`config.mk`:
```
export PLATFORM = sky130hd
export DESIGN_NAME = inst_queue
export DESIGN_NICKNAME = d
export VERILOG_FILES = /design/src/rtl/inst_queue.sv
export SDC_FILE = /design/constraint.sdc
export NUM_CORES = 1
export LEC_CHECK = 0
export ABC_CLOCK_PERIOD_IN_PS = 5100
export BUFFER_PORTS_ARGS = -buffer_cell sky130_fd_sc_hd__clkbuf_2
export CORE_UTILIZATION = 59
export CTS_CLUSTER_SIZE = 25
export DETAILED_ROUTE_END_ITERATION = 10
export PLACE_DENSITY = 0.81
export SKIP_CTS_REPAIR_TIMING = 1
export SYNTH_ARGS = -nofsm -noshare
export SYNTH_HDL_FRONTEND = slang
export SYNTH_SLANG_ARGS = --single-unit
```
`constraint.sdc`:
```
create_clock -name clk -period 5.1 [get_ports clk]
set_input_delay 0.255 -clock clk [delete_from_list [all_inputs] [get_ports clk]]
set_output_delay 0.255 -clock clk [all_outputs]
set_load 0.02 [all_outputs]
```
`src/rtl/inst_queue.sv`:
```
`default_nettype none
// +--------------------------------------------------------------------------+
// | inst_queue : Thumb/Thumb-2 prefetch queue with fetch FSM and redirect     |
// | Optional same-cycle response bypass when IQ_BYPASS_EN is defined.         |
// | Revision   : 1.0                                                          |
// +--------------------------------------------------------------------------+
module inst_queue #(
  parameter int unsigned DEPTH_HW = 8,
  parameter logic [31:0] RESET_PC = 32'h0
) (
  input  logic        clk,
  input  logic        rst,
  output logic        bus_req,
  output logic [31:0] bus_addr,
  input  logic        bus_rvalid,
  input  logic [31:0] bus_rdata,
  input  logic        flush,
  input  logic [31:0] flush_addr,
  output logic [31:0] inst,
  output logic        inst_is32,
  output logic [31:0] inst_pc,
  output logic        inst_valid,
  input  logic        inst_ready
);
  localparam int PW = $clog2(DEPTH_HW);
  localparam int CW = PW + 1;
  localparam logic [CW-1:0] C_DEPTH = CW'(DEPTH_HW);

  typedef enum logic [1:0] {
    ST_IDLE    = 2'd0,
    ST_WAIT    = 2'd1,
    ST_DISCARD = 2'd2
  } state_t;

  state_t        r_state, w_state_next;
  logic [15:0]   r_mem [DEPTH_HW];
  logic [PW-1:0] r_wr_ptr, r_rd_ptr;
  logic [CW-1:0] r_count;
  logic [31:0]   r_fetch_addr, r_head_pc;
  logic          r_drop_low;

  logic          w_resp, w_byp, w_is32, w_valid, w_issue;
  logic [1:0]    w_in_n, w_pop_n, w_wr_n, w_qpop_n;
  logic [15:0]   w_in0, w_in1, w_h0, w_h1, w_wr0, w_wr1;
  logic [CW-1:0] w_avail;
  logic [PW-1:0] w_rd_ptr1, w_wr_ptr1;
  logic          w_unused;

  assign w_unused  = flush_addr[0];
  assign w_rd_ptr1 = r_rd_ptr + PW'(1);
  assign w_wr_ptr1 = r_wr_ptr + PW'(1);

  // Accepted response halfwords; a mid-word redirect drops the low half once.
  assign w_resp = (r_state == ST_WAIT) && bus_rvalid && !flush;
  always_comb begin
    w_in_n = 2'd0;
    w_in0  = bus_rdata[15:0];
    w_in1  = bus_rdata[31:16];
    if (w_resp) begin
      if (r_drop_low) begin
        w_in_n = 2'd1;
        w_in0  = bus_rdata[31:16];
      end else begin
        w_in_n = 2'd2;
      end
    end
  end

`ifdef IQ_BYPASS_EN
  assign w_byp = w_resp && (r_count == '0);
`else
  assign w_byp = 1'b0;
`endif

  assign w_h0    = w_byp ? w_in0 : r_mem[r_rd_ptr];
  assign w_h1    = w_byp ? w_in1 : r_mem[w_rd_ptr1];
  assign w_avail = w_byp ? CW'(w_in_n) : r_count;
  assign w_is32  = (w_h0[15:13] == 3'b111) && (w_h0[12:11] != 2'b00);
  assign w_valid = !flush && (w_is32 ? (w_avail >= CW'(2)) : (w_avail >= CW'(1)));
  assign w_pop_n = (w_valid && inst_ready) ? (w_is32 ? 2'd2 : 2'd1) : 2'd0;

  // Bypassed halfwords that were consumed are never written to the ring.
  always_comb begin
    w_wr_n   = w_in_n;
    w_wr0    = w_in0;
    w_wr1    = w_in1;
    w_qpop_n = w_pop_n;
    if (w_byp) begin
      w_qpop_n = 2'd0;
      w_wr_n   = w_in_n - w_pop_n;
      if (w_pop_n == 2'd1) w_wr0 = w_in1;
    end
  end

  assign w_issue = rst && (r_state == ST_IDLE) && !flush && ((C_DEPTH - r_count) >= CW'(2));

  always_comb begin
    w_state_next = r_state;
    if (flush) begin
      w_state_next = (r_state != ST_IDLE && !bus_rvalid) ? ST_DISCARD : ST_IDLE;
    end else begin
      case (r_state)
        ST_IDLE:    if (w_issue)    w_state_next = ST_WAIT;
        ST_WAIT:    if (bus_rvalid) w_state_next = ST_IDLE;
        ST_DISCARD: if (bus_rvalid) w_state_next = ST_IDLE;
        default:                    w_state_next = ST_IDLE;
      endcase
    end
  end

  always_ff @(posedge clk or negedge rst) begin
    if (!rst) begin
      r_state      <= ST_IDLE;
      r_wr_ptr     <= '0;
      r_rd_ptr     <= '0;
      r_count      <= '0;
      r_fetch_addr <= {RESET_PC[31:2], 2'b00};
      r_head_pc    <= {RESET_PC[31:1], 1'b0};
      r_drop_low   <= RESET_PC[1];
    end else begin
      r_state <= w_state_next;
      if (flush) begin
        r_wr_ptr     <= '0;
        r_rd_ptr     <= '0;
        r_count      <= '0;
        r_fetch_addr <= {flush_addr[31:2], 2'b00};
        r_head_pc    <= {flush_addr[31:1], 1'b0};
        r_drop_low   <= flush_addr[1];
      end else begin
        r_wr_ptr  <= r_wr_ptr + PW'(w_wr_n);
        r_rd_ptr  <= r_rd_ptr + PW'(w_qpop_n);
        r_count   <= r_count + CW'(w_wr_n) - CW'(w_qpop_n);
        r_head_pc <= r_head_pc + {29'd0, w_pop_n, 1'b0};
        if (w_resp) begin
          r_fetch_addr <= r_fetch_addr + 32'd4;
          r_drop_low   <= 1'b0;
        end
      end
    end
  end

  always_ff @(posedge clk) begin
    if (w_wr_n != 2'd0) r_mem[r_wr_ptr]  <= w_wr0;
    if (w_wr_n == 2'd2) r_mem[w_wr_ptr1] <= w_wr1;
  end

  assign bus_req    = w_issue;
  assign bus_addr   = w_issue ? r_fetch_addr : 32'h0;
  assign inst_valid = w_valid;
  assign inst_is32  = w_valid && w_is32;
  assign inst_pc    = w_valid ? r_head_pc : 32'h0;
  assign inst       = !w_valid ? 32'h0 : (w_is32 ? {w_h0, w_h1} : {16'h0, w_h0});

endmodule
`default_nettype wire

```
==> results.json <==
{
  "status": "finished with violations",
  "violations": "hold timing",
  "cp_num_buf_inv": 0,
  "ant_nets": 0,
  "yosys_warnings": 0,
  "fin_setup_tns_ns": 0,
  "worst_setup_path_start_kind": "register",
  "max_freq_ghz": 0.2183,
  "switching_share_pct": 35.53,
  "multiInputGateArea_um2": 6242,
  "dieWidth_um": 147.0,
  "r2r-start": "r_rd_ptr[1]",
  "seqPwrFrac_pct": 36.9,
  "synth_area_um2": 12400,
  "synthCells": 1191,
  "synth_edf_count": 128,
  "dpl.hpwl_um": 21890,
  "antenna_found_initial": 0,
  "cp.arrival_ns": 4.99,
  "clkSinkCount": 202,
  "cts_buffers": 23,
  "hold_violations": 18,
  "min_path_type": "primary input to async pin",
  "gp_congestion": 0.9008,
  "placement.io_buffers": 163,
  "crit_required_ns": 5.51,
  "drt-initial-drc-count": 1020,
  "internal-power_uw": 3488,
  "overflow": 0,
  "wire_per_inst_um": 21.19,
  "core_um2": 20430,
  "max_stage_delay_ns": 0.84,
  "crit_type": "register to register",
  "cp_top_family": "compound AO/OA/AOI/OAI gates",
  "fillers": 1505,
  "ys_seq_elements": 202,
  "die-area_um2": 21600,
  "yosysUniqueCellTypes": 61,
  "skew_ns": 0.02258,
  "period_share_pct": 89.83,
  "final_common_cell": "nor2_1",
  "die_y_um": 147.0,
  "cts_tree": "built",
  "ys_seq_area_share_pct": 45.93,
  "vias": 10300,
  "clkLatencyLatePin_ns": 0.53,
  "crit_start": "r_rd_ptr[1]",
  "cp_common_cell": "ha_1",
  "dr.pass1.iters": 5,
  "cts_max_level": 1,
  "route.detailed.drc": 0,
  "period_minus_slack_ns": 4.581,
  "fin_util_pct": 69.00,
  "path_cells": "mux4_2, mux2i_1, a2111oi_4, nor3_1, a211o_1, nor3b_1, ha_1, ha_1, a22o_1, a211oi_1, a311oi_1",
  "clk_pin_slew_ns": 0.06,
  "drt-total-wl_um": 33900,
  "grt_start_max_net_pins": 75,
  "cts_buffer_depth": 3,
  "grt_pass1_wl_um": 52360,
  "syn_avg_cell_area_um2": 10.41,
  "crit_slowest_cell": "dfrtp_2",
  "final_layout_size_suffix_gt1_share_pct": 23.91,
  "num_antenna_cells": 0,
  "pwr-share-clk_pct": 27.6,
  "end_kind": "register",
  "tightestPinTransition_ns": 1.295,
  "area_growth_pct": 13.69,
  "maxSlewHeadroom_pct": 13.18,
  "reg2reg_slack_ns": 0.52,
  "p_switching_uw": 1922,
  "viasPerCell": 6.438,
  "synth_flop_cell": "edfxtp_1",
  "slew_violations": 0,
  "worstPathMaxFanout": 23,
  "initial_utilization_pct": 60.69,
  "max_cap_viol_count": 0,
  "io_pins": 168,
  "whs_ns": -0.04425,
  "final_nets": 1408,
  "power.density_nw_per_um2": 383.8,
  "grtUsageTotal_pct": 31.29,
  "num_rows": 52,
  "regArea_um2": 5700,
  "cellLeakagePower_uw": 0.005594,
  "final_cell_mix": "226 x nor2_1, 162 x a21oi_1, 162 x clkbuf_2",
  "ir_drop_mv": 0.3017,
  "combPwrFrac_pct": 35.5,
  "cts-root-buf": "clkbuf_16",
  "rsz0062_at_grt": "false",
  "grt_pass1_vias": 9835,
  "setup_viol": 0,
  "async_flop_share_pct": 36.63
}
[metal layers]
layer	up-vias	wire length [µm]	track usage, %
li1	4604	-	-
met4	0	1176	13.97
met5	-	0	0
met3	105	3382	4.410
met2	660	16810	53.41
met1	4931	12540	39.91
[final timing paths]
path | to | cells past startpoint
hold / removal | r_count[0] | 2
hold reg to reg | r_head_pc[28] | 1
setup / recovery | r_head_pc[23] | 11
max in group asynchronous | r_rd_ptr[1] | 2
setup reg to reg | r_head_pc[23] | 11
min in group clk | r_fetch_addr[19] | 3
[cells by family after synthesis]
kind of cell             share of synthesized area [%]
AO/OA/AOI/OAI                                    11.87
XOR/XNOR                                         2.755
adder cells (fa/ha/maj)                          2.341
buffers and inverters                            4.117
flip-flops                                       45.93
multiplexers                                     16.04
other                                          0.03024
AND/OR/NAND/NOR                                  16.91
[through the flow]
stage	worst slack, ns	cell area, µm²	cells	hold slack [ns]	total power (µW)
3_3_place_gp	0.7470	13430	1561	0.4952	3877
2_1_floorplan	1.430	12410	1193	-0.04059	3395
4_1_cts	0.5690	14090	1599	-0.03900	5422
3_5_place_dp	0.6280	13430	1561	0.4920	3934
6_report	0.5186	14100	1600	-0.04425	5410
5_1_grt	0.2030	14100	1600	0.0007556	5645
[state kept, by name, summed over array words and instances (netlist names)]
register and count:
r_drop_low 1, r_state 2, r_fetch_addr 30, r_mem 128
r_wr_ptr 3, r_count 4, r_head_pc 31, r_rd_ptr 3
[final cells by class]
type	count	area share, %
Clock buffer	28	4.216
Clock inverter	10	0.4526
Sequential cell	202	40.44
Timing Repair Buffer	192	7.367
Tap cell	270	2.396
Inverter	32	0.8520
Multi-Input combinational cell	866	44.28
[power groups by stage]
stage / clock network [µW] / registers [µW] / logic (µW)
2_1_floorplan: 0 / 1950 / 1440
3_3_place_gp: 0 / 2020 / 1860
5_1_grt: 1560 / 2010 / 2070
4_1_cts: 1500 / 2000 / 1920
6_report: 1490 / 2000 / 1920
3_5_place_dp: 0 / 2030 / 1910
[synthesized netlist by cell type, drive strengths merged (3+ instances only)]
library cell	instances	share of area [%]
o31a	3	0.21
nor3b	3	0.18
a311oi	4	0.28
or3	7	0.35
nor2	226	6.8
edfxtp	128	31
clkbuf	66	2.0
mux2	14	1.3
nand4	14	0.71
buf	27	1.2
and4	12	0.85
a221oi	8	0.62
inv	31	0.94
o31ai	7	0.42
a31oi	7	0.35
nor2b	9	0.45
ha	20	2.0
and2	61	3.1
mux2i	39	3.1
nor3	25	1.0
dfrtp	74	15
o21ai	13	0.52
nand2	31	0.94
a21oi	162	6.5
and3	7	0.35
nor4	5	0.25
nand3	29	1.2
mux4	64	12
a41oi	5	0.47
nand2b	6	0.30
xor2	15	1.1
xnor2	24	1.7
a21boi	6	0.36
a31o	3	0.21
a211oi	14	0.85
Note: power is estimated with default switching activity, not from simulation.
